===== src/rtl/mips_multicycle_ctrl.sv =====
// Multicycle control sequencer for the MIPS datapath.
// Owns the PC and the instruction register, fetches over a valid/req handshake,
// and sequences FETCH/DECODE/EXECUTE/MEMORY/WRITEBACK with Moore control strobes.
// Optional build macro MIPS_CTRL_PERF_EN adds cycle_count / retired_count outputs.
module mips_multicycle_ctrl #(
  parameter logic [31:0] RESET_PC     = 32'h0000_0000,
  parameter bit          ILLEGAL_HALT = 1'b0
) (
  input  logic        clk,
  input  logic        rst,
  output logic        instr_req,
  output logic [31:0] pc,
  input  logic        instr_valid,
  input  logic [31:0] instr_rdata,
  output logic [31:0] instruction,
  output logic        ALUScr,
  output logic        RegWrite,
  output logic        RegDst,
  output logic        MemRead,
  output logic        MemWrite,
  output logic        MemtoReg,
  output logic [3:0]  ALUControl,
  input  logic        Zero,
  output logic        illegal_op,
  output logic        retire
`ifdef MIPS_CTRL_PERF_EN
  ,
  output logic [31:0] cycle_count,
  output logic [31:0] retired_count
`endif
);

  typedef enum logic [2:0] {
    S_FETCH     = 3'd0,
    S_DECODE    = 3'd1,
    S_EXECUTE   = 3'd2,
    S_MEMORY    = 3'd3,
    S_WRITEBACK = 3'd4,
    S_HALT      = 3'd5
  } state_t;

  localparam logic [5:0] OP_R    = 6'h00;
  localparam logic [5:0] OP_LW   = 6'h23;
  localparam logic [5:0] OP_SW   = 6'h2B;
  localparam logic [5:0] OP_ADDI = 6'h08;
  localparam logic [5:0] OP_BEQ  = 6'h04;
  localparam logic [5:0] OP_J    = 6'h02;

  localparam logic [3:0] ALU_AND = 4'b0000;
  localparam logic [3:0] ALU_OR  = 4'b0001;
  localparam logic [3:0] ALU_ADD = 4'b0010;
  localparam logic [3:0] ALU_SUB = 4'b0110;
  localparam logic [3:0] ALU_SLT = 4'b0111;
  localparam logic [3:0] ALU_NOR = 4'b1100;

  // R-type funct decode: returns {supported, ALUControl}
  function automatic logic [4:0] r_alu(input logic [5:0] funct);
    case (funct)
      6'h24:   r_alu = {1'b1, ALU_AND};
      6'h25:   r_alu = {1'b1, ALU_OR};
      6'h20:   r_alu = {1'b1, ALU_ADD};
      6'h22:   r_alu = {1'b1, ALU_SUB};
      6'h2A:   r_alu = {1'b1, ALU_SLT};
      6'h27:   r_alu = {1'b1, ALU_NOR};
      default: r_alu = {1'b0, ALU_ADD};
    endcase
  endfunction

  state_t      state, state_next;
  logic [31:0] ir;
  logic [31:0] pc_next;
  logic        ir_load;

  logic [5:0]  opcode;
  logic        is_r, is_lw, is_sw, is_addi, is_beq, is_j;
  logic        r_ok, legal, uses_imm;
  logic [3:0]  r_ctrl, op_alu;
  logic [31:0] pc4, br_target, j_target;

  assign instruction = ir;
  assign opcode      = ir[31:26];
  assign is_r        = (opcode == OP_R);
  assign is_lw       = (opcode == OP_LW);
  assign is_sw       = (opcode == OP_SW);
  assign is_addi     = (opcode == OP_ADDI);
  assign is_beq      = (opcode == OP_BEQ);
  assign is_j        = (opcode == OP_J);
  assign {r_ok, r_ctrl} = r_alu(ir[5:0]);
  assign legal       = (is_r && r_ok) || is_lw || is_sw || is_addi || is_beq || is_j;
  assign uses_imm    = is_lw || is_sw || is_addi;
  assign op_alu      = is_r ? r_ctrl : (is_beq ? ALU_SUB : ALU_ADD);

  // PC arithmetic is modulo 2^32; the offset is sign-extended before the word shift
  assign pc4       = pc + 32'd4;
  assign br_target = pc4 + {{14{ir[15]}}, ir[15:0], 2'b00};
  assign j_target  = {pc4[31:28], ir[25:0], 2'b00};

  // State, PC and IR registers; IR only changes on the fetch handshake
  always_ff @(posedge clk or posedge rst) begin
    if (rst) begin
      state <= S_FETCH;
      pc    <= RESET_PC;
      ir    <= 32'h0;
    end else begin
      state <= state_next;
      pc    <= pc_next;
      if (ir_load) ir <= instr_rdata;
    end
  end

  // Next-state, next-PC and Moore control strobes decoded from state and IR
  always_comb begin
    state_next = state;
    pc_next    = pc;
    ir_load    = 1'b0;
    instr_req  = 1'b0;
    ALUScr     = 1'b0;
    RegWrite   = 1'b0;
    RegDst     = 1'b0;
    MemRead    = 1'b0;
    MemWrite   = 1'b0;
    MemtoReg   = 1'b0;
    ALUControl = ALU_ADD;
    illegal_op = 1'b0;
    retire     = 1'b0;
    case (state)
      S_FETCH: begin
        // request is held off while reset is asserted
        instr_req = ~rst;
        if (instr_valid) begin
          ir_load    = 1'b1;
          state_next = S_DECODE;
        end
      end
      S_DECODE: begin
        if (!legal) begin
          illegal_op = 1'b1;
          if (ILLEGAL_HALT) begin
            state_next = S_HALT;
          end else begin
            pc_next    = pc4;
            state_next = S_FETCH;
          end
        end else if (is_j) begin
          pc_next    = j_target;
          retire     = 1'b1;
          state_next = S_FETCH;
        end else begin
          state_next = S_EXECUTE;
        end
      end
      S_EXECUTE: begin
        ALUControl = op_alu;
        ALUScr     = uses_imm;
        RegDst     = is_r;
        if (is_beq) begin
          pc_next    = Zero ? br_target : pc4;
          retire     = 1'b1;
          state_next = S_FETCH;
        end else if (is_lw || is_sw) begin
          state_next = S_MEMORY;
        end else begin
          state_next = S_WRITEBACK;
        end
      end
      S_MEMORY: begin
        ALUControl = op_alu;
        ALUScr     = uses_imm;
        if (is_sw) begin
          MemWrite   = 1'b1;
          pc_next    = pc4;
          retire     = 1'b1;
          state_next = S_FETCH;
        end else begin
          MemRead    = 1'b1;
          state_next = S_WRITEBACK;
        end
      end
      S_WRITEBACK: begin
        ALUControl = op_alu;
        ALUScr     = uses_imm;
        RegDst     = is_r;
        MemRead    = is_lw;
        MemtoReg   = is_lw;
        RegWrite   = 1'b1;
        pc_next    = pc4;
        retire     = 1'b1;
        state_next = S_FETCH;
      end
      S_HALT: begin
        state_next = S_HALT;
      end
      default: begin
        state_next = S_FETCH;
      end
    endcase
  end

`ifdef MIPS_CTRL_PERF_EN
  // Free-running performance counters; cycles stop counting while halted
  always_ff @(posedge clk or posedge rst) begin
    if (rst) begin
      cycle_count   <= 32'h0;
      retired_count <= 32'h0;
    end else begin
      if (state != S_HALT) cycle_count <= cycle_count + 32'd1;
      if (retire)          retired_count <= retired_count + 32'd1;
    end
  end
`endif

endmodule


===== config.mk =====
export PLATFORM = sky130hd
export DESIGN_NAME = mips_multicycle_ctrl
export DESIGN_NICKNAME = d
export VERILOG_FILES = /design/src/rtl/mips_multicycle_ctrl.sv
export SDC_FILE = /design/constraint.sdc
export NUM_CORES = 1
export LEC_CHECK = 0
export BUFFER_PORTS_ARGS = -buffer_cell sky130_fd_sc_hd__buf_2
export CAP_MARGIN = 20
export CORE_MARGIN = 1
export CORE_UTILIZATION = 30
export DETAILED_ROUTE_END_ITERATION = 16
export GPL_TIMING_DRIVEN = 0
export SYNTH_ARGS = -nofsm -noshare
export SYNTH_HDL_FRONTEND = slang
export SYNTH_SLANG_ARGS = --single-unit
export TNS_END_PERCENT = 100

===== constraint.sdc =====
create_clock -name clk -period 3.75 [get_ports clk]
set_clock_uncertainty 0.05 [all_clocks]
set_input_delay 0.1875 -clock clk [delete_from_list [all_inputs] [get_ports clk]]
set_output_delay 0.1875 -clock clk [all_outputs]
set_load 0.1 [all_outputs]

==> flow_summary_export.csv, run 1 <==
group,metric,value,unit
status,outcome,"complete, but fails checks",
status,violations,"negative hold slack",
die,die_area,18900,um^2
grt,antenna_found_initial,0,
logic_synthesis,synth_cell_types,68,
sta,worst_pin_slew,1.11,ns
critical_path,critPathKind,"reg -> reg",
critical_path,arrival,3.82,ns
die,initial_utilization,30.6,%
grt,grt_pass1_wl,29000,um
critical_path,cp_slowest_stage_delay,0.66,ns
route,ant_nets,0,
grt,grt_max_degree,66,
final_layout,fin_area,7250,um^2
clock_tree,clkSinkCount,65,
placement,placed_area,6500,um^2
critical_path,r2r-start,"pc[5]$_DFFE_PP0P_",
critical_path,cp_max_fo,6,
die,io_pins,113,
route,wire_per_inst,17.8,um
die,die_x,137,um
die,core_region_area,18000,um^2
route,drc,0,
sta,finalCriticalPeriod,3.68,ns
sta,clock.fmax,271,MHz
placement,post-dp-hpwl,13500,um
logic_synthesis,ys_warn_count,0,
critical_path,crit_path_frequent_cell,"and3_1",
flow_run,max_cap_violations,0,
critical_path,required,3.89,ns
clock_tree,cts_hold_buf,0,
logic_synthesis,syn_area,5500,um^2
final_layout,area_delta_synth_final,31.9,%
route,vias_per_cell,5.48,
sta,slew_headroom,25.8,%
logic_synthesis,netlist_instances,658,
sta,worst_hold_slack,-0.0158,ns
sta,finalSetupViolCount,0,
final_layout,antenna_cells,0,
final_layout,drive_gt1_share,33.5,%
placement,numPlacedInstances,999,
logic_synthesis,synthArstFlopShare,100,%
grt,grt.overflow.total,0,
route,drt_iter0_markers,406,
clock_tree,h-tree-depth,3,
critical_path,rr_worst_depth,14,
sta,slew_viol_final,0,
route,routed_wl,18500,um
clock_tree,cts_buffers,9,
route,met3_length,882,um
route,dr.pass1.iters,5,
critical_path,ff2ff_setup_slack,0.07,ns
critical_path,cpMaxStageDelayCell,"or4_4",
placement,gp_congestion,0.888,
logic_synthesis,ys.flop_type,"dfrtp_1",
clock_tree,cts_tree,"built",
critical_path,r2r_end,"pc[27]$_DFFE_PP0P_",
clock_tree,clk_latency,0.35,ns
logic_synthesis,synth_edf_count,0,
route,maxUsedRoutingLayer,"met4",
critical_path,crit_path_cell_trace,"nand4_4 > or4_4 > nor2_8 > buf_4 > and3_1 > xor2_2 > ha_4 > nand2_2 > nor4_4 > and3_1 > a221o_1 > or3_1 > a32oi_1 > a31oi_1",
clock_tree,clkTransAtPathRegs,0.06,ns
route,wl_met1,8590,um
die,rows,49,
sta,rsz0062_at_grt,"yes",
final_layout,nets,879,
route,wl_met2,8720,um
critical_path,worstSetupStartpointType,"flip-flop",
clock_tree,ctsRootBufferMaster,"clkbuf_16",
logic_synthesis,yosysSeqAreaShare,29.6,%
logic_synthesis,synth.avg_cell_area,8.35,um^2
final_layout,finalNonFillerCells,1042,
placement,placement.io_buffers,110,
route,vias,5706,
worst_hold_path,hp-class,"in -> async",
final_layout,finish.utilization,40.4,%
die,die_h,137,um
clock_tree,clockBufferDepth,2,
sta,fin_crit_sh,98.2,%
sta,hold_violations,33,
grt,grtUsageTotal,20.2,%
grt,grt_pass1_vias,5344,
critical_path,crit_path_end_kind,"flip-flop",
logic_synthesis,ys_ff_latch,65,
[metrics by stage]
step / setup TNS, ns / worst slack, ns / hold slack, ns
after floorplan: -1.12 / -0.255 / 0.254
after global placement: -1.71 / -0.329 / 0.343
after detailed placement: -2.07 / -0.387 / 0.366
after CTS: 0 / 0.00777 / 0.00262
after global routing: -0.310 / -0.0983 / 0.0183
final: 0 / 0.0659 / -0.0158
[sequential cells by signal, summed over array words and instances (netlist names)]
name and flops:
pc 30, instruction 32, state 3
[cells in the mapped netlist (5+ instances only)]
master | n | share of area, %
xnor2_1 | 29 | 4.6
xor2_1 | 16 | 2.6
a21o_1 | 7 | 0.96
a21oi_1 | 46 | 4.2
nand2b_1 | 5 | 0.57
nand4_1 | 6 | 0.68
inv_1 | 22 | 1.5
and3_1 | 14 | 1.6
nor3_1 | 15 | 1.4
nand2_1 | 79 | 5.4
mux2_2 | 33 | 6.8
a31oi_1 | 8 | 0.91
nand3_1 | 24 | 2.2
and2_1 | 5 | 0.57
nor4_1 | 8 | 0.91
nor2_1 | 51 | 3.5
or3_1 | 11 | 1.3
nor2b_1 | 7 | 0.80
dfrtp_1 | 65 | 30
ha_1 | 34 | 7.7
o21ai_0 | 49 | 4.5
clkbuf_1 | 19 | 1.3
o21a_1 | 9 | 1.2
a222oi_1 | 5 | 0.91
a221oi_1 | 14 | 2.2
[logic make-up (layout without fill, tap and decap cells)]
logic type | Yosys count | after routing | synth area share [%]
and+or+nand+nor | 245 | 245 | 22.6
AOI/OAI and AO/OA | 181 | 181 | 21.4
DFF | 65 | 65 | 29.6
buffers and inverters | 50 | 204 | 3.76
xor gates and xnor gates | 45 | 45 | 7.17
muxes | 36 | 36 | 7.31
adders and majority gates | 35 | 35 | 8.11
other | 1 | 2 | 0.0682
[critical path: cells and delay by family (launching register included)]
| family | cells | cell delay [ns] |
|---|---|---|
| AO/OA/AOI/OAI | 3 | 0.67 |
| buffers and inverters | 1 | 0.14 |
| adder cells (fa/ha/maj) | 1 | 0.25 |
| AND/OR/NAND/NOR | 8 | 1.81 |
| XOR/XNOR | 1 | 0.21 |
| flip-flops | 1 | 0.39 |
[how the worst max path moves through the flow]
stage                                  from                 end  slack, ns  cells after the start
after floorplan           pc[6]$_DFFE_PP0P_  pc[31]$_DFFE_PP0P_      -0.25                     17
after CTS                 pc[4]$_DFFE_PP0P_  pc[30]$_DFFE_PP0P_      0.008                     17
after detailed placement  pc[2]$_DFFE_PP0P_  pc[30]$_DFFE_PP0P_      -0.39                     17
after global routing      pc[5]$_DFFE_PP0P_  pc[29]$_DFFE_PP0P_       -0.1                     15
final                     pc[5]$_DFFE_PP0P_  pc[27]$_DFFE_PP0P_       0.07                     14
after global placement    pc[2]$_DFFE_PP0P_  pc[30]$_DFFE_PP0P_      -0.33                     17
[area by class of cell]
cell class | count | area [um^2]
repair buffers | 141 | 797
clock inverters | 3 | 15.0
flip-flops and latches | 65 | 1640
well taps | 229 | 287
clock buffers | 13 | 260
multi-input cells | 544 | 4050
fillers | 1861 | 10700
plain buffers | 25 | 119
inverters | 22 | 85.1
[timing repair]
action	CTS	global route
gates resized for setup	5	52
setup endpoints to repair	13	19
pin swaps	11	26
buffers inserted	11	19
[metal layers]
layer / GRT usage [%] / vias up
met3: 3.68 / 22
met5: 0 / -
li1: - / 2732
met4: 7.57 / 0
met2: 32.4 / 173
met1: 27.0 / 2779
[layout by cell type, fill, tap and decap left out, types with 9 or more instances in the layout]
cell type  netlist  layout
buf_2            3     114
nand2_1         79      72
dfrtp_1         65      53
nor2_1          51      50
o21ai_0         49      42
a21oi_1         46      36
mux2_2          33      33
buf_4            2      30
ha_1            34      25
xnor2_1         29      23
nand3_1         24      22
inv_1           22      21
clkbuf_1        19      17
a221oi_1        14      14
nor3_1          15      13
xor2_1          16      13
and3_1          14      13
dfrtp_2          0      12
or3_1           11      11
a21oi_2          0      10
o21a_1           9       9
clkbuf_16        0       9
Power of run 1 is not shown: default switching activity piles up to over one toggle a cycle in this logic, so the estimate is an artifact.
==> run 2, diff against run 1 <==
==> constraint.sdc (replaced) <==
create_clock -name clk -period 3.75 [get_ports clk]
set_clock_uncertainty 0.05 [all_clocks]
set_input_delay 0.375 -clock clk [delete_from_list [all_inputs] [get_ports clk]]
set_output_delay 0.375 -clock clk [all_outputs]
set_load 0.1 [all_outputs]
==> flow_summary_export.csv, run 2 (synthesized netlist as in run 1, its figures left out) <==
group,metric,value,unit
status,outcome,"complete, no violations",
critical_path,ff2ff_setup_slack,0.02,ns
route,wire_per_inst,17.6,um
clock_tree,clk_latency,0.35,ns
clock_tree,clockBufferDepth,2,
route,drc,0,
sta,clock.fmax,268,MHz
final_layout,area_delta_synth_final,30.6,%
die,initial_utilization,30.6,%
placement,gp_congestion,0.898,
final_layout,final_common_cell,"buf_2",
sta,finalCriticalPeriod,3.73,ns
critical_path,arrival,3.87,ns
die,die_x,137,um
route,vias_per_cell,5.40,
route,routed_wl,18200,um
clock_tree,clkSinkCount,65,
sta,final.setup.tns,0,ns
critical_path,worstSetupStartpointType,"flip-flop",
route,ant_nets,0,
die,core_region_area,18000,um^2
sta,fin_crit_sh,99.4,%
critical_path,required,3.89,ns
final_layout,nFillCells,1816,
sta,rsz0062_at_grt,"yes",
worst_hold_path,hp-class,"in -> async",
clock_tree,clkTransAtPathRegs,0.06,ns
sta,worst_hold_slack,0.163,ns
final_layout,mostFrequentLayoutCells,"buf_2, nand2_1, dfrtp_1",
grt,grtUsageTotal,19.8,%
sta,worst_pin_slew,0.978,ns
grt,grt.overflow.total,0,
sta,slew_viol_final,0,
route,vias,5577,
critical_path,critPathKind,"reg -> reg",
final_layout,nets,869,
critical_path,crit_path_cell_trace,"buf_6 > nand4_1 > or4_4 > nor2_8 > nand3_4 > nor2_4 > xor2_2 > ha_1 > buf_8 > nand2_4 > nor4_4 > and3_1 > a221o_1 > or3_1 > a32oi_2 > a31oi_1",
flow_run,max_cap_violations,0,
critical_path,crit_path_end_kind,"flip-flop",
die,rows,49,
grt,grt_max_degree,66,
final_layout,antenna_cells,0,
clock_tree,h-tree-depth,3,
final_layout,largest_register_ffs,32,
die,die_h,137,um
clock_tree,ctsRootBufferMaster,"clkbuf_16",
sta,hold_violations,0,
sta,slew_headroom,34.8,%
grt,antenna_found_initial,0,
sta,finalSetupViolCount,0,
route,drt_iter0_markers,408,
critical_path,crit_buf_inv,2,
critical_path,cp_slowest_stage_delay,0.59,ns
placement,placement.io_buffers,110,
clock_tree,cts_tree,"built",
die,io_pins,113,
critical_path,crit_family,"simple AND/OR/NAND/NOR gates",
die,die_area,18900,um^2
critical_path,cpMaxStageDelayCell,"or4_4",
critical_path,cp_max_fo,10,
grt,grt_pass1_wl,28200,um
route,dr.pass1.iters,6,
placement,post-dp-hpwl,13300,um
grt,grt_pass1_vias,5180,
clock_tree,cts_buffers,9,
final_layout,drive_gt1_share,31.0,%
[run 2: changes by cell type in the layout (fill, tap and decap cells not counted), sizes merged]
| cell | delta |
|---|---|
| bufinv | +3 |
| clkinvlp | +1 |
| buf | -9 |
| clkinv | -2 |
| clkbuf | -3 |
[run 2: metrics by stage]
stage                     utilization, %  area, um^2  cells  worst slack [ns]
after CTS                           38.7        6960   1022          0.000254
final                               39.9        7180   1032            0.0220
after global placement              36.1        6490    998            -0.586
after floorplan                        -        5660    659            -0.363
after global routing                39.9        7180   1032            -0.132
after detailed placement            36.2        6500    999            -0.644
[run 2: layout make-up]
class                   instances  area, um^2  share of cell area [%]
repair buffers                130         709                    9.89
flip-flops and latches         65        1640                    22.9
well taps                     229         287                    3.99
inverters                      22        85.1                    1.19
multi-input cells             544        3980                    55.4
clock inverters                 5         103                    1.43
plain buffers                  26         133                    1.85
clock buffers                  11         243                    3.38
[run 2: worst paths after layout]
check	startpoint	endpoint	cells after the start
worst max-delay path	pc[2]$_DFFE_PP0P_	pc[27]$_DFFE_PP0P_	16
worst min-delay path	rst	state[1]$_DFFE_PP0P_	2
worst max register to register	pc[2]$_DFFE_PP0P_	pc[27]$_DFFE_PP0P_	16
worst min register to register	pc[11]$_DFFE_PP0P_	pc[11]$_DFFE_PP0P_	2
max in group asynchronous	rst	pc[11]$_DFFE_PP0P_	2
min in group clk	instr_rdata[1]	instruction[1]$_DFFE_PP0P_	3
[run 2: routing by layer]
layer	track usage, %	part of all wire [%]	vias to the layer above
li1	-	-	2717
met1	26.8	48	2696
met2	31.5	46	146
met3	3.64	4.5	18
met4	6.59	1.9	0
met5	0	0	-
[run 2: repair_timing]
action / 4_1_cts / 5_1_grt
pin swaps: 6 / 15
hold buffers: 0 / 0
setup buffers: 9 / 10
setup endpoints to repair: 16 / 17
gates resized for setup: 9 / 33
Power of run 2 is left out for the same reason.
